`src/rtl/bcd_conv_ctrl.sv`:
```
// Sequential binary-to-BCD converter (shift-and-add-3, one bit per clock)
// with valid/ready handshakes on the producer and consumer sides.
module bcd_conv_ctrl #(
  parameter int BIN_W  = 8,
  parameter int DIGITS = 3
) (
  input  logic                  clk,
  input  logic                  rst,
  input  logic                  in_valid,
  output logic                  in_ready,
  input  logic [BIN_W-1:0]      bin,
  output logic                  out_valid,
  input  logic                  out_ready,
  output logic [4*DIGITS-1:0]   bcd,
  output logic                  busy
);

  localparam int ACC_W = 4 * DIGITS;
  localparam int CNT_W = $clog2(BIN_W + 1);

  function automatic longint pow10(input int n);
    longint p = 1;
    for (int i = 0; i < n; i++) p = p * 10;
    return p;
  endfunction

  generate
    if (BIN_W < 4 || BIN_W > 16) begin : g_bad_bin_w
      $error("bcd_conv_ctrl: BIN_W must be in 4..16");
    end
    if (pow10(DIGITS) <= (longint'(1) << BIN_W) - 1) begin : g_bad_digits
      $error("bcd_conv_ctrl: DIGITS too small to hold 2^BIN_W-1");
    end
  endgenerate

  typedef enum logic [1:0] {IDLE, CONV, DONE} state_t;

  state_t             state, state_n;
  logic [BIN_W-1:0]   sreg, sreg_step;
  logic [ACC_W-1:0]   acc, adj, acc_step;
  logic [CNT_W-1:0]   cnt;
  logic [ACC_W-1:0]   bcd_q;

  // Per-digit +3 correction, no carry between digits, then one joint shift.
  always_comb begin
    for (int d = 0; d < DIGITS; d++) begin
      adj[4*d +: 4] = (acc[4*d +: 4] >= 4'd5) ? acc[4*d +: 4] + 4'd3
                                              : acc[4*d +: 4];
    end
    {acc_step, sreg_step} = {adj, sreg} << 1;
  end

  // NOTE: next state is defaulted to the current state first so that
  // every path assigns it and no latch is inferred.
  always_comb begin
    state_n = state;
    case (state)
      IDLE:    if (in_valid)             state_n = CONV;
      CONV:    if (cnt == CNT_W'(1))     state_n = DONE;
      DONE:    if (out_ready)            state_n = IDLE;
      default:                           state_n = IDLE;
    endcase
  end

  // NOTE: all sequential state uses non-blocking assignments so every
  // register samples the pre-edge values regardless of statement order.
  always_ff @(posedge clk) begin
    if (rst) state <= IDLE;
    else     state <= state_n;
  end

  always_ff @(posedge clk) begin
    if (rst) begin
      sreg  <= '0;
      acc   <= '0;
      cnt   <= '0;
      bcd_q <= '0;
    end else begin
      case (state)
        IDLE: if (in_valid) begin
          sreg <= bin;
          acc  <= '0;
          cnt  <= CNT_W'(BIN_W);
        end
        CONV: begin
          sreg <= sreg_step;
          acc  <= acc_step;
          cnt  <= cnt - CNT_W'(1);
          if (cnt == CNT_W'(1)) bcd_q <= acc_step;
        end
        default: ;
      endcase
    end
  end

  assign in_ready  = (state == IDLE);
  assign out_valid = (state == DONE);
  assign busy      = (state != IDLE);
  assign bcd       = bcd_q;

endmodule

```
`config.mk`:
```
export PLATFORM = sky130hd
export DESIGN_NAME = bcd_conv_ctrl
export DESIGN_NICKNAME = d
export VERILOG_FILES = /design/src/rtl/bcd_conv_ctrl.sv
export SDC_FILE = /design/constraint.sdc
export NUM_CORES = 1
export LEC_CHECK = 0
export BUFFER_PORTS_ARGS = -buffer_cell sky130_fd_sc_hd__buf_4
export CORE_UTILIZATION = 30
export CTS_BUF_LIST = sky130_fd_sc_hd__clkbuf_4 sky130_fd_sc_hd__clkbuf_8 sky130_fd_sc_hd__clkbuf_16
export CTS_CLUSTER_DIAMETER = 80
export DETAILED_ROUTE_END_ITERATION = 10
export SLEW_MARGIN = 0
export SYNTH_ARGS = -nofsm -noshare
export SYNTH_HDL_FRONTEND = slang
export SYNTH_SLANG_ARGS = --single-unit
```
`constraint.sdc`:
```
create_clock -name clk -period 4 [get_ports clk]
set_input_delay 0.4 -clock clk [delete_from_list [all_inputs] [get_ports clk]]
set_output_delay 0.4 -clock clk [all_outputs]
set_load 0.02 [all_outputs]
```
==> run_results.csv <==
group,metric,value,unit
timing,final.setup_skew,0.00587,ns
final_layout,flow.area_growth_from_synthesis,17.4,%
logic_synthesis,synth.lib_cells_used.distinct,30,
timing,final_period_utilization,0.528,
timing,maxClockFrequency,0.473,GHz
logic_synthesis,synth_area_leader_cell,"sky130_fd_sc_hd__dfxtp_1",
logic_synthesis,syn-num-nets,238,
worst_hold_path,hold_path_startpoint,"out_ready",
worst_setup_path,worstPathMaxFanout,23,
routing,residual_drc_count,0,
power_and_ir_drop,power.static_leakage,0.000807,uW
timing,postLayoutSetupSlackWorst,1.89,ns
routing,route.detailed.wl_per_inst,12.8,um
clock_tree,clock_path_buffers,2,
final_layout,n_antenna_cell,0,
worst_setup_path,crit_path_end_kind,"flip-flop",
logic_synthesis,post_synth.cell_area_avg,8.47,um^2
grt,grt_antenna_before_repair,0,
floorplanning,floorplan.die.height,80.4,um
run_status,status,"finished, final reports clean",
routing,vias,1513,
floorplanning,rows,28,
clock_tree,holdBufCountCts,0,
place,numPortBuffers,26,
worst_setup_path,worst_ep_arrival_time,2.28,ns
timing,actual_transition_at_the_worst_max_transition_pin,1.05,ns
routing,drtPass1Iterations,4,
logic_synthesis,dominant_synthesized_flop_cell,"sky130_fd_sc_hd__dfxtp_1",
worst_setup_path,critPathLaunchType,"flip-flop",
final_layout,final_common_cell,"sky130_fd_sc_hd__dfxtp_1",
final_layout,fraction_of_final_layout_cells_sized_beyond_drive_strength_1,0.181,
place,detailedPlacementHpwl,2.67,mm
worst_setup_path,ff2ff_setup_slack,1.89,ns
timing,fin_setup_tns,0,ns
grt,pin_count_of_the_biggest_net_entering_global_routing,41,
clock_tree,postCtsSetupRepairBufs,0,
timing,grt_setup_unrepaired,"no",
routing,initialDrtViolationCount,84,
timing,final-max-slew-violation-count,0,
grt,grt.overflow.total,0,
logic_synthesis,async_flop_share,0,
logic_synthesis,syn_inst,218,
clock_tree,cts_sinks,38,
worst_hold_path,hold-path-cell-count,3,
final_layout,layout.cells.most_common_list,"38 x sky130_fd_sc_hd__dfxtp_1, 34 x sky130_fd_sc_hd__nor2_1, 26 x sky130_fd_sc_hd__buf_4, 20 x sky130_fd_sc_hd__a21oi_1, 13 x sky130_fd_sc_hd__nor3_1",
worst_hold_path,min-delay-path-class,"input port to flip-flop",
clock_tree,tritoncts.num_buffers,5,
clock_tree,cts_tree,"built",
place,pre_cts_slack,1.84,ns
timing,fin_worst_hold_slack,0.389,ns
logic_synthesis,synth_edf_count,0,
worst_setup_path,worst_setup_path_startpoint,"state[0]",
floorplanning,boundaryPins,27,
worst_setup_path,timing.rr.end,"bcd[11]",
floorplanning,die_width,80.4,um
clock_tree,cts_repair_resize_count,0,
logic_synthesis,ys_seq_elements,38,
grt,grt_pass1_vias,1463,
place,place.gp.congestion,0.725,
logic_synthesis,synth_area_leaders,"sky130_fd_sc_hd__dfxtp_1 41%, sky130_fd_sc_hd__nor2_1 6.9%, sky130_fd_sc_hd__a21oi_1 5.4%",
clock_tree,clk_pin_slew_worst_paths,0.08,ns
power_and_ir_drop,p_total,825,uW
floorplanning,initial_core_utilization,0.312,
floorplanning,core_region_area,5920,um^2
worst_setup_path,timing.rr.start,"state[0]",
clock_tree,clkLatencyLatePin,0.29,ns
worst_setup_path,category_of_the_critical_setup_timing_path,"flip-flop to flip-flop",
final_layout,num-nets-final,257,
timing,timing.final.hold_violations,0,
routing,route.detailed.vias_per_inst,4.83,
timing,worst_relative_slew_slack,0.300,
clock_tree,htree_levels,2,
worst_hold_path,min_delay_worst_endpoint,"state[1]",
clock_tree,clockRootBuffer,"sky130_fd_sc_hd__clkbuf_8",
floorplanning,floorplan.die_area,6470,um^2
routing,ant_nets,0,
worst_setup_path,critPathRequiredTime,4.17,ns
routing,wl,4.01,mm
power_and_ir_drop,ir_worst_vdd,0.000185,V
grt,grt_util_all_layers,0.136,
logic_synthesis,ys.warnings.count,0,
worst_setup_path,r2r_cells,4,
flow_run,max-cap-violations,0,
logic_synthesis,fraction_of_synthesized_cell_area_taken_by_the_top_area_cell_type,0.412,
logic_synthesis,syn-cell-area,1850,um^2
power_and_ir_drop,power.density_cell_area,381,nW/um^2
timing,post-route-min-period,2.11,ns
logic_synthesis,portion_of_the_post_synthesis_area_used_by_sequential_elements,0.412,
grt,grt_pass1_wl,6.76,mm
timing,final-setup-viol-count,0,
## worst max-delay path, cell delays in order, from the launching register on
cell,delay [ns]
sky130_fd_sc_hd__dfxtp_1,0.75
sky130_fd_sc_hd__nor2b_1,0.47
sky130_fd_sc_hd__nand2_1,0.38
sky130_fd_sc_hd__a211oi_1,0.32
sky130_fd_sc_hd__nor3_1,0.06
## synthesized netlist by cell type (2+ instances only)
cell type / number
sky130_fd_sc_hd__xnor2_1: 3
sky130_fd_sc_hd__buf_2: 5
sky130_fd_sc_hd__a21oi_1: 20
sky130_fd_sc_hd__nand3_1: 3
sky130_fd_sc_hd__nor3b_1: 6
sky130_fd_sc_hd__nand2_1: 3
sky130_fd_sc_hd__buf_4: 3
sky130_fd_sc_hd__nand3b_1: 11
sky130_fd_sc_hd__mux2_2: 4
sky130_fd_sc_hd__nor3_1: 13
sky130_fd_sc_hd__o21ai_0: 9
sky130_fd_sc_hd__a211oi_2: 2
sky130_fd_sc_hd__o32ai_1: 5
sky130_fd_sc_hd__inv_1: 10
sky130_fd_sc_hd__ha_1: 8
sky130_fd_sc_hd__nor2_1: 34
sky130_fd_sc_hd__nand2b_1: 7
sky130_fd_sc_hd__dfxtp_1: 38
sky130_fd_sc_hd__o21ai_1: 6
sky130_fd_sc_hd__a22oi_1: 2
sky130_fd_sc_hd__nor2b_1: 7
sky130_fd_sc_hd__a211oi_1: 7
sky130_fd_sc_hd__clkbuf_1: 5
## metal layers
layer  global-route usage  share of wire  vias up
met5                    0              0        -
met4               0.0446          0.010        0
met3               0.0375          0.038        4
met2                0.214           0.46       26
met1                0.179           0.49      699
li1                     -              -      784
## per-stage QoR
step / util / std cells / area (um^2)
5_1_grt: 0.366 / 313 / 2170
3_3_place_gp: 0.347 / 305 / 2060
2_1_floorplan: - / 218 / 1850
6_report: 0.366 / 313 / 2170
3_5_place_dp: 0.347 / 305 / 2060
4_1_cts: 0.366 / 313 / 2170
## registers in the layout, summed over array words and instances, names as in the netlist
signal / count
acc: 12
bcd: 12
sreg: 8
cnt: 4
state: 2
## cells by family after synthesis
group,share of synthesized area
adder cells (fa/ha/maj),0.0542
buffers and inverters,0.0624
AO/OA/AOI/OAI,0.169
multiplexers,0.0244
flip-flops,0.412
AND/OR/NAND/NOR,0.264
XOR/XNOR,0.0142
## worst max-delay path by stage
stage                          end  slack (ns)  cells past startpoint
after floorplan           in_ready        2.47                      4
after global placement      bcd[3]        1.94                      4
after detailed placement    bcd[7]        1.84                      4
after CTS                   bcd[7]        1.82                      4
after global routing       bcd[11]        1.51                      4
final                      bcd[11]        1.89                      4
## layout make-up
| cell class | count | area, um^2 |
|---|---|---|
| clock buffers | 8 | 110 |
| fillers | 604 | 3750 |
| inverters | 10 | 37.5 |
| multi-input cells | 156 | 970 |
| flip-flops and latches | 38 | 761 |
| well taps | 75 | 93.8 |
| repair buffers | 26 | 195 |
## power breakdown
group | internal [uW] | switching [uW]
Clock | 174 | 137
Combinational | 45.5 | 56.9
Sequential | 395 | 17.1
Total | 614 | 211
Note: power is estimated with default switching activity, not from simulation.
